**config.mk**
```make
export PLATFORM = sky130hd
export DESIGN_NAME = kbd_event_queue
export DESIGN_NICKNAME = d
export VERILOG_FILES = /design/src/rtl/kbd_event_queue.sv
export SDC_FILE = /design/constraint.sdc
export NUM_CORES = 1
export LEC_CHECK = 0
export ABC_AREA = 1
export CORE_MARGIN = 8
export CORE_UTILIZATION = 45
export CTS_BUF_LIST = sky130_fd_sc_hd__clkbuf_4 sky130_fd_sc_hd__clkbuf_8 sky130_fd_sc_hd__clkbuf_16
export DETAILED_ROUTE_END_ITERATION = 10
export PLACE_DENSITY = 0.67
export SLEW_MARGIN = 20
export SYNTH_ARGS = -nofsm -noshare
export SYNTH_HDL_FRONTEND = slang
export SYNTH_SLANG_ARGS = --single-unit
```
**constraint.sdc**
```tcl
create_clock -name clk_i -period 1.94 [get_ports clk_i]
set_clock_uncertainty 0.2 [all_clocks]
set_input_delay 0.388 -clock clk_i [delete_from_list [all_inputs] [get_ports clk_i]]
set_output_delay 0.388 -clock clk_i [all_outputs]
set_load 0.03 [all_outputs]
```
**src/rtl/kbd_event_queue.sv**
```systemverilog
// PS/2 byte fetch, scan-code prefix decode, held-key tracking and show-ahead event FIFO.
// Optional KBD_REPEAT_FILTER_EN suppresses typematic repeats of the held key.
module kbd_event_queue #(
  parameter int DEPTH = 8,
  parameter int CNT_W = 8,
  localparam int AW = $clog2(DEPTH),
  localparam int OW = $clog2(DEPTH + 1)
) (
  input  logic             clk_i,
  input  logic             rst_i,
  input  logic [7:0]       kbd_data,
  input  logic             kbd_ready,
  input  logic             kbd_overflow,
  output logic             nextdata_n,
  output logic             evt_valid,
  output logic [9:0]       evt_data,
  input  logic             evt_pop,
  output logic [OW-1:0]    evt_count,
  output logic             key_held,
  output logic [7:0]       held_code,
  output logic [CNT_W-1:0] key_cnt,
  output logic [7:0]       drop_cnt,
  output logic             err
);

  typedef enum logic [1:0] {S_IDLE, S_ACK, S_GAP} state_t;

  localparam logic [OW-1:0] FULL_CNT = OW'(DEPTH);

  state_t           state_q;
  logic [7:0]       byte_q;
  logic             ext_q, brk_q;
  logic             nextdata_n_q;
  logic             pend_vld_q;
  logic [9:0]       pend_evt_q;

  logic             key_held_q, held_ext_q;
  logic [7:0]       held_code_q;
  logic [CNT_W-1:0] key_cnt_q;
  logic [7:0]       drop_cnt_q;
  logic             err_q;

  logic [9:0]       mem_q [DEPTH];
  logic [AW-1:0]    wr_ptr_q, rd_ptr_q;
  logic [OW-1:0]    count_q;

  logic             dec_vld;
  logic             p_ext, p_brk;
  logic [7:0]       p_code;
  logic             match, filt, push, pop_ok, wr_ok;

  // Prefix bytes and the 00/FF error codes never produce an event.
  always_comb begin
    dec_vld = 1'b0;
    if (state_q == S_ACK && byte_q != 8'hE0 && byte_q != 8'hF0 &&
        byte_q != 8'h00 && byte_q != 8'hFF)
      dec_vld = 1'b1;
  end

  always_ff @(posedge clk_i or posedge rst_i) begin
    if (rst_i) begin
      state_q      <= S_IDLE;
      byte_q       <= 8'h00;
      ext_q        <= 1'b0;
      brk_q        <= 1'b0;
      nextdata_n_q <= 1'b1;
      pend_vld_q   <= 1'b0;
      pend_evt_q   <= 10'h000;
    end else begin
      pend_vld_q <= 1'b0;
      case (state_q)
        S_IDLE: if (kbd_ready) begin
          byte_q       <= kbd_data;
          nextdata_n_q <= 1'b0;
          state_q      <= S_ACK;
        end
        S_ACK: begin
          nextdata_n_q <= 1'b1;
          state_q      <= S_GAP;
          case (byte_q)
            8'hE0:   ext_q <= 1'b1;
            8'hF0:   brk_q <= 1'b1;
            default: begin
              ext_q <= 1'b0;
              brk_q <= 1'b0;
            end
          endcase
          if (dec_vld) begin
            pend_vld_q <= 1'b1;
            pend_evt_q <= {ext_q, brk_q, byte_q};
          end
        end
        S_GAP:   state_q <= S_IDLE;
        default: state_q <= S_IDLE;
      endcase
    end
  end

  assign p_ext  = pend_evt_q[9];
  assign p_brk  = pend_evt_q[8];
  assign p_code = pend_evt_q[7:0];
  assign match  = key_held_q && (held_ext_q == p_ext) && (held_code_q == p_code);
`ifdef KBD_REPEAT_FILTER_EN
  assign filt   = !p_brk && match;
`else
  assign filt   = 1'b0;
`endif
  assign push   = pend_vld_q && !filt;
  assign pop_ok = evt_pop && (count_q != '0);
  assign wr_ok  = push && ((count_q != FULL_CNT) || pop_ok);

  // Held-key and counters follow the event even when the FIFO drops it.
  always_ff @(posedge clk_i or posedge rst_i) begin
    if (rst_i) begin
      key_held_q  <= 1'b0;
      held_ext_q  <= 1'b0;
      held_code_q <= 8'h00;
      key_cnt_q   <= '0;
      drop_cnt_q  <= 8'h00;
      err_q       <= 1'b0;
    end else begin
      if (push) begin
        if (!p_brk) begin
          key_cnt_q   <= key_cnt_q + CNT_W'(1);
          key_held_q  <= 1'b1;
          held_ext_q  <= p_ext;
          held_code_q <= p_code;
        end else if (match) begin
          key_held_q <= 1'b0;
        end
      end
      if (push && !wr_ok && drop_cnt_q != 8'hFF)
        drop_cnt_q <= drop_cnt_q + 8'd1;
      if (kbd_overflow)
        err_q <= 1'b1;
    end
  end

  always_ff @(posedge clk_i or posedge rst_i) begin
    if (rst_i) begin
      wr_ptr_q <= '0;
      rd_ptr_q <= '0;
      count_q  <= '0;
    end else begin
      if (wr_ok)  wr_ptr_q <= wr_ptr_q + AW'(1);
      if (pop_ok) rd_ptr_q <= rd_ptr_q + AW'(1);
      case ({wr_ok, pop_ok})
        2'b10:   count_q <= count_q + OW'(1);
        2'b01:   count_q <= count_q - OW'(1);
        default: count_q <= count_q;
      endcase
    end
  end

  always_ff @(posedge clk_i) begin
    if (wr_ok) mem_q[wr_ptr_q] <= pend_evt_q;
  end

  assign nextdata_n = nextdata_n_q;
  assign evt_valid  = (count_q != '0);
  assign evt_data   = (count_q != '0) ? mem_q[rd_ptr_q] : 10'h000;
  assign evt_count  = count_q;
  assign key_held   = key_held_q;
  assign held_code  = held_code_q;
  assign key_cnt    = key_cnt_q;
  assign drop_cnt   = drop_cnt_q;
  assign err        = err_q;

endmodule

```
Yosys cells after proc, flatten, opt, wreduce, memory -nomap -nowiden
Memories as Yosys holds them, arrays and structs flattened.
Index checks and enable logic that the tools add are counted.
- output and inout port bits: 42
- memories: 1
- memory bits (writable): 80
- flip-flop bits (word level): 61
- reduce and logical (&&, ||, !) cells: 24
- equality and inequality tests: 14
- bitwise operators: 3
- muxes and demuxes: 15
- add/sub/neg operators: 6
- memories (name ; words ; bits a word ; read ports ; clocked after Yosys merged registers in ; wr ports ; line ; source):
    mem_q ; 8 ; 10 ; 1 ; 0 ; 1 ; 43 ; logic [9:0] mem_q [DEPTH];
- operator list (kind ; count):
    $ne 8x8->1 const B ; 4
    $add 8x1->8 const B ; 2
    $eq 8x8->1 const B ; 2
    $reduce_and 2->1 ; 7
    $logic_and 1x1->1 ; 10
    $mux 10 ; 1
    $eq 8x8->1 ; 1
    $mux 1 ; 8
    $pmux 4 s2 ; 1
    $reduce_bool 8->1 ; 1
    $add 3x1->3 const B ; 2
    $pmux 1 s2 ; 3
    $add 4x1->4 const B ; 1
    $eq 2x1->1 const B ; 2
    $ne 4x4->1 const B ; 1
    $pmux 2 s2 ; 1
    $reduce_bool 2->1 ; 2
    $reduce_bool 4->1 ; 1
    $sub 4x1->4 const B ; 1
    $not 1->1 ; 3
    $eq 2x2->1 const B ; 1
    $logic_not 2->1 ; 1
    $mux 2 ; 1
    $ne 2x1->1 const B ; 1
    4 further kinds ; 4

Depth between registers and ports, before layout
Gate-level depths: netlist of the first run.
- word-level depth: 8
- depth in mapped cells: 13
- depth with buffers taken out: 13

Worst setup path after synthesis of the first run
No wires, ideal clock.
- path kind: flip-flop to output port
- start: register count_q[3] (netlist: evt_count[3])
- end: output evt_data[2]
- arrival: 1.593 ns
- cell stages (with the launch flop): 6
- path slack: -0.241 ns
- data required time: 1.352 ns
- cell sequence: dfrtp_1 > nor2_1 > nand2_4 > buf_2 > o21ai_0 > nor2_1
- word-level cells in the longest chain between the ends: 2
- RTL lines (what ; line ; source):
    from (decl) ; 45 ; logic [OW-1:0] count_q;
    from (signal assigned) ; 148 ; 2'b10: count_q <= count_q + OW'(1);
    from (signal assigned) ; 149 ; 2'b01: count_q <= count_q - OW'(1);
    from (signal assigned) ; 150 ; default: count_q <= count_q;
    $reduce_bool 4->1 ; - ;
    named net evt_valid ; 15 ; output logic evt_valid,
    $mux 10 ; 161 ; assign evt_data = (count_q != '0) ? mem_q[rd_ptr_q] : 10'h000;
    to (decl) ; 16 ; output logic [9:0] evt_data,
The timed path passes the listed nets, and every way through them passes these cells.

Final worst setup path of the first run
- start: register rd_ptr_q[0]
- end: output evt_data[3]
- word-level cells in the longest chain between the ends: 2
- RTL lines (what ; line ; source):
    from (decl) ; 44 ; logic [AW-1:0] wr_ptr_q, rd_ptr_q;
    from (signal assigned) ; 146 ; if (pop_ok) rd_ptr_q <= rd_ptr_q + AW'(1);
    $mem_v2 8x10 ; - ;
    $mux 10 ; 161 ;
Every way passes these cells.

==> summary.md, run 1 <==
| Metric | Value |
|---|---|
| Status | `complete, but fails checks` |
| Failing checks | `setup timing` |
| Power Internal | `8.25 mW` |
| R2r setup slk | `0.05 ns` |
| Post-synth EDFFs | `80` |
| Critical path launch point type | `register` |
| Crit end category | `output pin` |
| Vias post-DR | `4525` |
| Clk buf depth | `2` |
| Initial Utilization | `46.2%` |
| Starting DRT DRC Count | `376` |
| Mapped Area | `6140 µm²` |
| Worst EP required | `1.35 ns` |
| Hold endpoint | `nextdata_n` |
| Max Cap Viol | `0` |
| Multi-input combinational cell area | `2210 µm²` |
| Net Switching | `5.07 mW` |
| RSZ-0062 raised after global routing | `true` |
| Most frequent cell after synthesis | `nand2_1` |
| Syn nets | `618` |
| Mean Syn Cell Area | `10.3 µm²` |
| Synth warnings | `0` |
| Dpl hpwl | `9320 µm` |
| Clock Sinks | `141` |
| Ys flop type | `edfxtp_1` |
| Slew headroom | `72.6%` |
| Library cells used by synthesis | `37` |
| Combinational share of power | `43.2%` |
| Hold_sp | `nextdata_n` |
| Global-route wire length before repair | `23300 µm` |
| H-tree depth | `4` |
| Num ports | `55` |
| Post-synthesis mux area share | `0.183%` |
| Worst path arrival time | `1.91 ns` |
| Synth cell count leaders | `123 x nand2_1, 110 x nor2_1, 80 x edfxtp_1` |
| Worst-case vdd ir drop | `0.741 mV` |
| DRC | `0` |
| Worst-case reg-to-reg path depth | `14` |
| Area growth, synth to finish | `34.6%` |
| Pwr/cell area | `1610 nW/µm²` |
| Synthesized flop and latch total | `141` |
| Clk pin slew, worst setup/hold paths | `0.06 ns` |
| Top post-synthesis cells by area | `edfxtp_1 39%, dfrtp_1 24%, nand2_1 7.5%` |
| Hold Vio Cnt, Final | `0` |
| Die ar. | `17600 µm²` |
| Worst skew pair latency | `0.42 ns` |
| Worst-Margin Slew | `0.410 ns` |
| Final net count | `729` |
| Reg area | `3940 µm²` |
| Total core area | `13300 µm²` |
| Crit Path Category | `register to output pin` |
| Synth Area in XOR/XNOR | `2.85%` |
| Critical R2R Capture | `evt_count[3]` |
| N_diodes | `0` |
| Fin util | `62.2%` |
| Pre-CTS setup slack | `-0.390 ns` |
| Cells after Synth | `598` |
| Die height | `133 µm` |
| Sequential power share | `33.4%` |
| Final Setup Violations | `10` |
| Layout cells sized above 1 | `26.5%` |
| P_leak | `3.50 nW` |
| CP max FO | `7` |
| Routed wire length | `14800 µm` |
| DR WL/cell | `16.5 µm` |
| Post-synthesis compound-gate area fraction | `7.60%` |
| PortBufs | `54` |
| Antenna violations before repair | `0` |
| Clock share of power | `23.5%` |
| Reg2reg start | `evt_count[2]` |
| Largest net degree at the start of global routing | `29` |
| Main combinational cell family by area after synthesis | `simple AND/OR/NAND/NOR gates` |
| Post-route clock period utilization | `129%` |
| Final hold slack | `0.267 ns` |
| Vias/cell | `5.04` |
| Post-route ant nets | `0` |
| Root buffer cell | `clkbuf_16` |
| Hold Path Class | `register to register` |
| CTS Buf Count | `17` |
| Remaining global-route overflow | `0` |
| Max-slew violation count | `0` |
| Asr flop ratio synth | `43.3%` |
| PnR worst setup slack | `-0.558 ns` |
| DRT Pass-1 Iters | `5` |
| Vias in the first global route | `4536` |
| Post-synth top area share | `39.1%` |
| Leading area contributor after synthesis | `edfxtp_1` |
| Post-synthesis adder-cell area fraction | `1.55%` |
| Sequential-to-total area share from yosys stat | `64.0%` |
| Hold path cells | `2` |
| Sw frac | `38.1%` |
| Fmax | `400 MHz` |
| Fin crit period | `2.50 ns` |
| Number of core rows | `42` |
| Fillers | `1065` |
| CTS tree | `yes` |
| Placer Congestion | `0.803` |
| Simple-Gate Fraction of Synth Area | `19.8%` |
| Total GRT Usage | `16.9%` |
| Die Wd | `133 µm` |
worst max path at each step:
stage / endpoint / slack (ns) / depth (start not counted) / startpoint
finish: evt_data[3] / -0.56 / 9 / rd_ptr_q[0]
global route: evt_data[3] / -0.65 / 9 / rd_ptr_q[0]
CTS: evt_data[9] / -0.51 / 9 / rd_ptr_q[0]
detailed placement: evt_data[4] / -0.39 / 6 / rd_ptr_q[0]
global placement: evt_data[4] / -0.34 / 6 / rd_ptr_q[0]
floorplan: mem_q[7][0] / -0.03 / 6 / evt_count[2]
cells by family (layout without fill, tap and decap cells):
| family | count (synthesis) | count (layout) |
|---|---|---|
| AND/OR/NAND/NOR | 282 | 282 |
| flip-flops | 141 | 141 |
| AO/OA/AOI/OAI | 92 | 92 |
| buffers and inverters | 55 | 179 |
| XOR/XNOR | 20 | 20 |
| adder cells (fa/ha/maj) | 7 | 7 |
| multiplexers | 1 | 1 |
through the flow:
step / total power [mW] / instances / area, µm² / TNS [ns]
6_report: 13.3 / 898 / 8270 / -5.06
5_1_grt: 14.1 / 898 / 8270 / -6.10
4_1_cts: 13.1 / 893 / 8040 / -4.85
3_5_place_dp: 9.35 / 851 / 7230 / -21.77
3_3_place_gp: 9.23 / 851 / 7230 / -19.55
2_1_floorplan: 7.34 / 598 / 6200 / -1.01
power groups by stage:
| stage | clock, mW | sequential [mW] | combinational, mW |
|---|---|---|---|
| 6_report | 3.12 | 4.44 | 5.75 |
| 5_1_grt | 3.30 | 4.52 | 6.25 |
| 4_1_cts | 3.17 | 4.43 | 5.45 |
| 3_5_place_dp | 0 | 4.48 | 4.88 |
| 3_3_place_gp | 0 | 4.44 | 4.79 |
| 2_1_floorplan | 0 | 4.75 | 2.58 |
placed cells by master (no fill, tap or decap), drive strengths merged, types with 2 or more instances in the layout:
master | netlist | layout
clkdlybuf4s15 | 0 | 2
nand2 | 132 | 132
nor2 | 118 | 118
inv | 35 | 34
ha | 6 | 6
o21ai | 88 | 88
buf | 11 | 65
bufinv | 0 | 2
nand4 | 4 | 4
nor3 | 3 | 3
clkdlybuf4s50 | 0 | 12
clkinv | 1 | 8
nand3 | 22 | 22
dfrtp | 60 | 60
a21oi | 3 | 3
xnor2 | 7 | 7
edfxtp | 80 | 80
xor2 | 13 | 13
dlygate4sd2 | 0 | 25
or2 | 2 | 2
clkbuf | 8 | 29
layout make-up:
class                      instances  area share [%]
clock buffer                      23            5.77
clock inverter                     9            1.14
inverter                          36            1.83
multi-input combinational        402            26.7
sequential                       141            47.6
tap                              176            2.66
timing repair buffer             111            14.3
registers in the layout, indices dropped and copies added (netlist names), 2 cells and up:
register	flops
mem_q	80
pend_evt_q	10
byte_q	8
drop_cnt	8
held_code	8
key_cnt	8
evt_count	4
rd_ptr_q	3
wr_ptr_q	3
state_q	2
what timing repair did:
item / 4_1_cts / 5_1_grt
gates resized for setup: 113 / 60
endpoints found under the setup margin: 43 / 99
endpoints found under the hold margin: 1 / 0
buffers inserted: 7 / 2
pin swaps: 17 / 31
gates cloned: 2 / 4
hold buffers: 1 / 0
critical path, cell delays in order, from the launching register on:
cell and delay, ns:
dfrtp_2 0.45, buf_6 0.16, clkbuf_16 0.16, nor2_4 0.09, nor2_1 0.04, o21ai_1 0.08, o21ai_1 0.10, o21ai_1 0.19
nor2_2 0.08, buf_6 0.14
metal layers:
layer	GRT usage, %	vias to the layer above	routed length [µm]
met4	6.44	0	269
li1	-	2215	-
met1	20.5	2169	6210
met2	27.1	121	7360
met3	5.90	20	975
met5	0	-	0
Note: power is estimated with default switching activity, not from simulation.
==> run 2, diff against run 1 <==
Settings changed: CAP_MARGIN set to 20.
==> results of run 2 <==
Same layout as run 1: the final DEF is identical, and so are final timing and power.
==> run 3, diff against run 2 <==
Settings changed: ABC_AREA 1 to not set, PLACE_DENSITY 0.67 to 0.68.
==> run 3 against run 2 <==
  * The run still ends with setup timing left
  * Count of clock-buffer cells in the layout decreased by 3
  * Synthesized cell count decreased by 37%
  * Area after synthesis decreased by 5.6%
  * Worst setup slack got worse by 0.062 ns
  * Utilization increased by 0.90 points
  * Total power decreased by 2.6%
  * Die area decreased by 5.0%
==> summary.md, run 3 <==
| Metric | Value |
|---|---|
| Clock share of power | `22.2%` |
| Global-route wire length before repair | `19700 µm` |
| Pwr/cell area | `1630 nW/µm²` |
| Total GRT Usage | `15.5%` |
| Clock Sinks | `141` |
| Library cells used by synthesis | `41` |
| Fmax | `391 MHz` |
| Critical-path cell list | `buf_12 > buf_4 > mux4_2 > mux2i_2 > nor2_2 > buf_4` |
| Sw frac | `35.0%` |
| Root buffer cell | `clkbuf_16` |
| DRT Pass-1 Iters | `4` |
| Starting DRT DRC Count | `197` |
| DRC | `0` |
| Hold Vio Cnt, Final | `0` |
| Combinational share of power | `41.1%` |
| Failing checks | `setup timing` |
| Main combinational cell family by area after synthesis | `multiplexers` |
| Net Switching | `4.54 mW` |
| Worst-Margin Slew | `0.421 ns` |
| Final net count | `526` |
| Most flops, register | `mem_q` |
| Synth cell count leaders | `80 x edfxtp_1, 60 x dfrtp_1, 49 x nand2_1` |
| Status | `complete, but fails checks` |
| Post-synth top area share | `41.5%` |
| Die height | `129 µm` |
| Critical path launch point type | `register` |
| Worst-case vdd ir drop | `0.951 mV` |
| Crit end category | `output pin` |
| Largest net degree at the start of global routing | `62` |
| Slew headroom | `71.9%` |
| Initial Utilization | `45.9%` |
| CTS Buf Count | `17` |
| Buf/Inv on CP | `3` |
| CP top delay family | `multiplexers` |
| Hold Path Class | `input port to asynchronous set/reset pin` |
| Ys flop type | `edfxtp_1` |
| CP dominant cell by count | `buf_4` |
| Fin crit period | `2.56 ns` |
| Post-Place Cell Area | `7140 µm²` |
| Simple-Gate Fraction of Synth Area | `8.53%` |
| RSZ-0062 raised after global routing | `true` |
| Design area | `7960 µm²` |
| Remaining global-route overflow | `0` |
| Synthesized flop and latch total | `141` |
| Cells after Synth | `378` |
| Power Internal | `8.42 mW` |
| Clk buf depth | `2` |
| Worst EP required | `1.35 ns` |
| Routed wire length | `12100 µm` |
| Total core area | `12600 µm²` |
| PnR worst setup slack | `-0.621 ns` |
| Syn nets | `398` |
| P_leak | `3.22 nW` |
| CP max FO | `5` |
| Leading cell types in the layout, fill and taps excluded | `80 x edfxtp_1, 51 x dfrtp_1, 48 x nand2_1` |
| Slowest Stage Delay on Critical Path | `0.51 ns` |
| Commonest non-fill, non-tap cell in the layout | `edfxtp_1` |
| Crit Path Category | `register to output pin` |
| Die Wd | `129 µm` |
| Dpl hpwl | `8230 µm` |
| Post-CTS Hold Buffers | `0` |
| Post-synthesis mux area share | `13.6%` |
| Sequential power share | `36.7%` |
| Antenna violations before repair | `0` |
| Vias in the first global route | `3754` |
| Mapped Area | `5800 µm²` |
| Num ports | `55` |
| Die ar. | `16800 µm²` |
| Synth Area in XOR/XNOR | `4.23%` |
| Largest register FFs | `80` |
| Max-slew violation count | `0` |
| Worst skew pair latency | `0.41 ns` |
| Max Cap Viol | `0` |
| CTS tree | `yes` |
| Most frequent cell after synthesis | `edfxtp_1` |
| Number of core rows | `41` |
| Mean Syn Cell Area | `15.3 µm²` |
| N_diodes | `0` |
| Vias post-DR | `3479` |
| Layout cells sized above 1 | `39.7%` |
| Clk pin slew, worst setup/hold paths | `0.05 ns` |
| Synth warnings | `0` |
| Slowest library cell on the worst path | `mux4_2` |
| DR WL/cell | `17.4 µm` |
| Vias/cell | `5.03` |
| Regs by FF count | `mem_q (80), pend_evt_q (10)` |
| Leading area contributor after synthesis | `edfxtp_1` |
| Post-synthesis adder-cell area fraction | `1.64%` |
| H-tree depth | `4` |
| Post-route clock period utilization | `132%` |
| Asr flop ratio synth | `43.3%` |
| Post-synthesis compound-gate area fraction | `2.70%` |
| Top post-synthesis cells by area | `edfxtp_1 41%, dfrtp_1 26%, mux4_2 7.8%` |
| PortBufs | `54` |
| Area growth, synth to finish | `37.3%` |
| Worst path arrival time | `1.97 ns` |
| Post-route ant nets | `0` |
| Final Setup Violations | `56` |
| Placer Congestion | `0.781` |
| Sequential-to-total area share from yosys stat | `67.8%` |
| Post-synth EDFFs | `80` |
| Fin util | `63.1%` |
-- run 3: path summary, 6_finish.rpt --
| check | startpoint | slack [ns] | to | cells after the start |
|---|---|---|---|---|
| setup / recovery | rd_ptr_q[0] | -0.62 | evt_data[9] | 6 |
| hold / removal | rst_i | 0.21 | err | 3 |
| setup reg to reg | evt_count[1] | -0.41 | evt_count[3] | 9 |
| hold reg to reg | err | 0.27 | err | 1 |
| max in group asynchronous | rst_i | 1.02 | nextdata_n | 3 |
| min in group clk_i | err | 0.27 | err | 1 |
-- run 3: area by class of cell --
| class | count | area [µm²] |
|---|---|---|
| multi-input combinational | 215 | 2060 |
| tap | 172 | 215 |
| inverter | 9 | 40.0 |
| sequential | 141 | 3940 |
| clock inverter | 12 | 78.8 |
| fill | 970 | 4660 |
| timing repair buffer | 122 | 1180 |
| clock buffer | 20 | 448 |
-- run 3: timing repair --
action / CTS / global route
setup buffers: 4 / 10
pin swaps: 12 / 18
gates cloned: 1 / 1
resized for setup: 114 / 39
setup endpoints to repair: 131 / 115
-- run 3: routing by layer --
layer,share of wire [%],GRT usage (%),vias up
met5,0,0,-
met3,4.7,4.60,13
li1,-,-,1644
met4,1.4,6.01,0
met1,42,18.8,1754
met2,52,25.5,68
-- run 3: kinds of logic (layout without fill, tap and decap cells) --
group,count (synthesis),count (layout)
AOI/OAI and AO/OA,22,22
xor gates and xnor gates,28,28
adders and majority gates,7,7
buffers and inverters,22,163
DFF,141,141
muxes,51,51
and+or+nand+nor,107,107
-- run 3: power groups by stage --
stage	Sequential, mW	Combinational [mW]	Clock [mW]
floorplan	5.04	2.59	0
global placement	4.73	4.78	0
detailed placement	4.78	4.88	0
CTS	4.75	5.20	2.94
global route	4.86	5.70	3.07
finish	4.76	5.33	2.88
-- run 3: stage by stage --
stage | TNS, ns | setup WS [ns] | hold WS, ns | cells | power, mW
final | -7.96 | -0.621 | 0.210 | 691 | 13.0
after global routing | -10.56 | -0.699 | 0.251 | 691 | 13.6
after CTS | -8.30 | -0.670 | 0.217 | 685 | 12.9
after detailed placement | -40.46 | -0.596 | 0.253 | 648 | 9.65
after global placement | -37.73 | -0.505 | 0.255 | 648 | 9.51
after floorplan | -1.94 | -0.447 | 0.267 | 378 | 7.63
-- run 3: worst register-to-register path, cell delays in order, from the launching register on --
cell     delay, ns
dfrtp_2       0.41
buf_6         0.11
buf_6         0.11
o41ai_4       0.31
nor2_2        0.09
ha_1          0.29
a21o_2        0.21
a21oi_4       0.17
mux2i_1       0.09
a211o_1       0.26
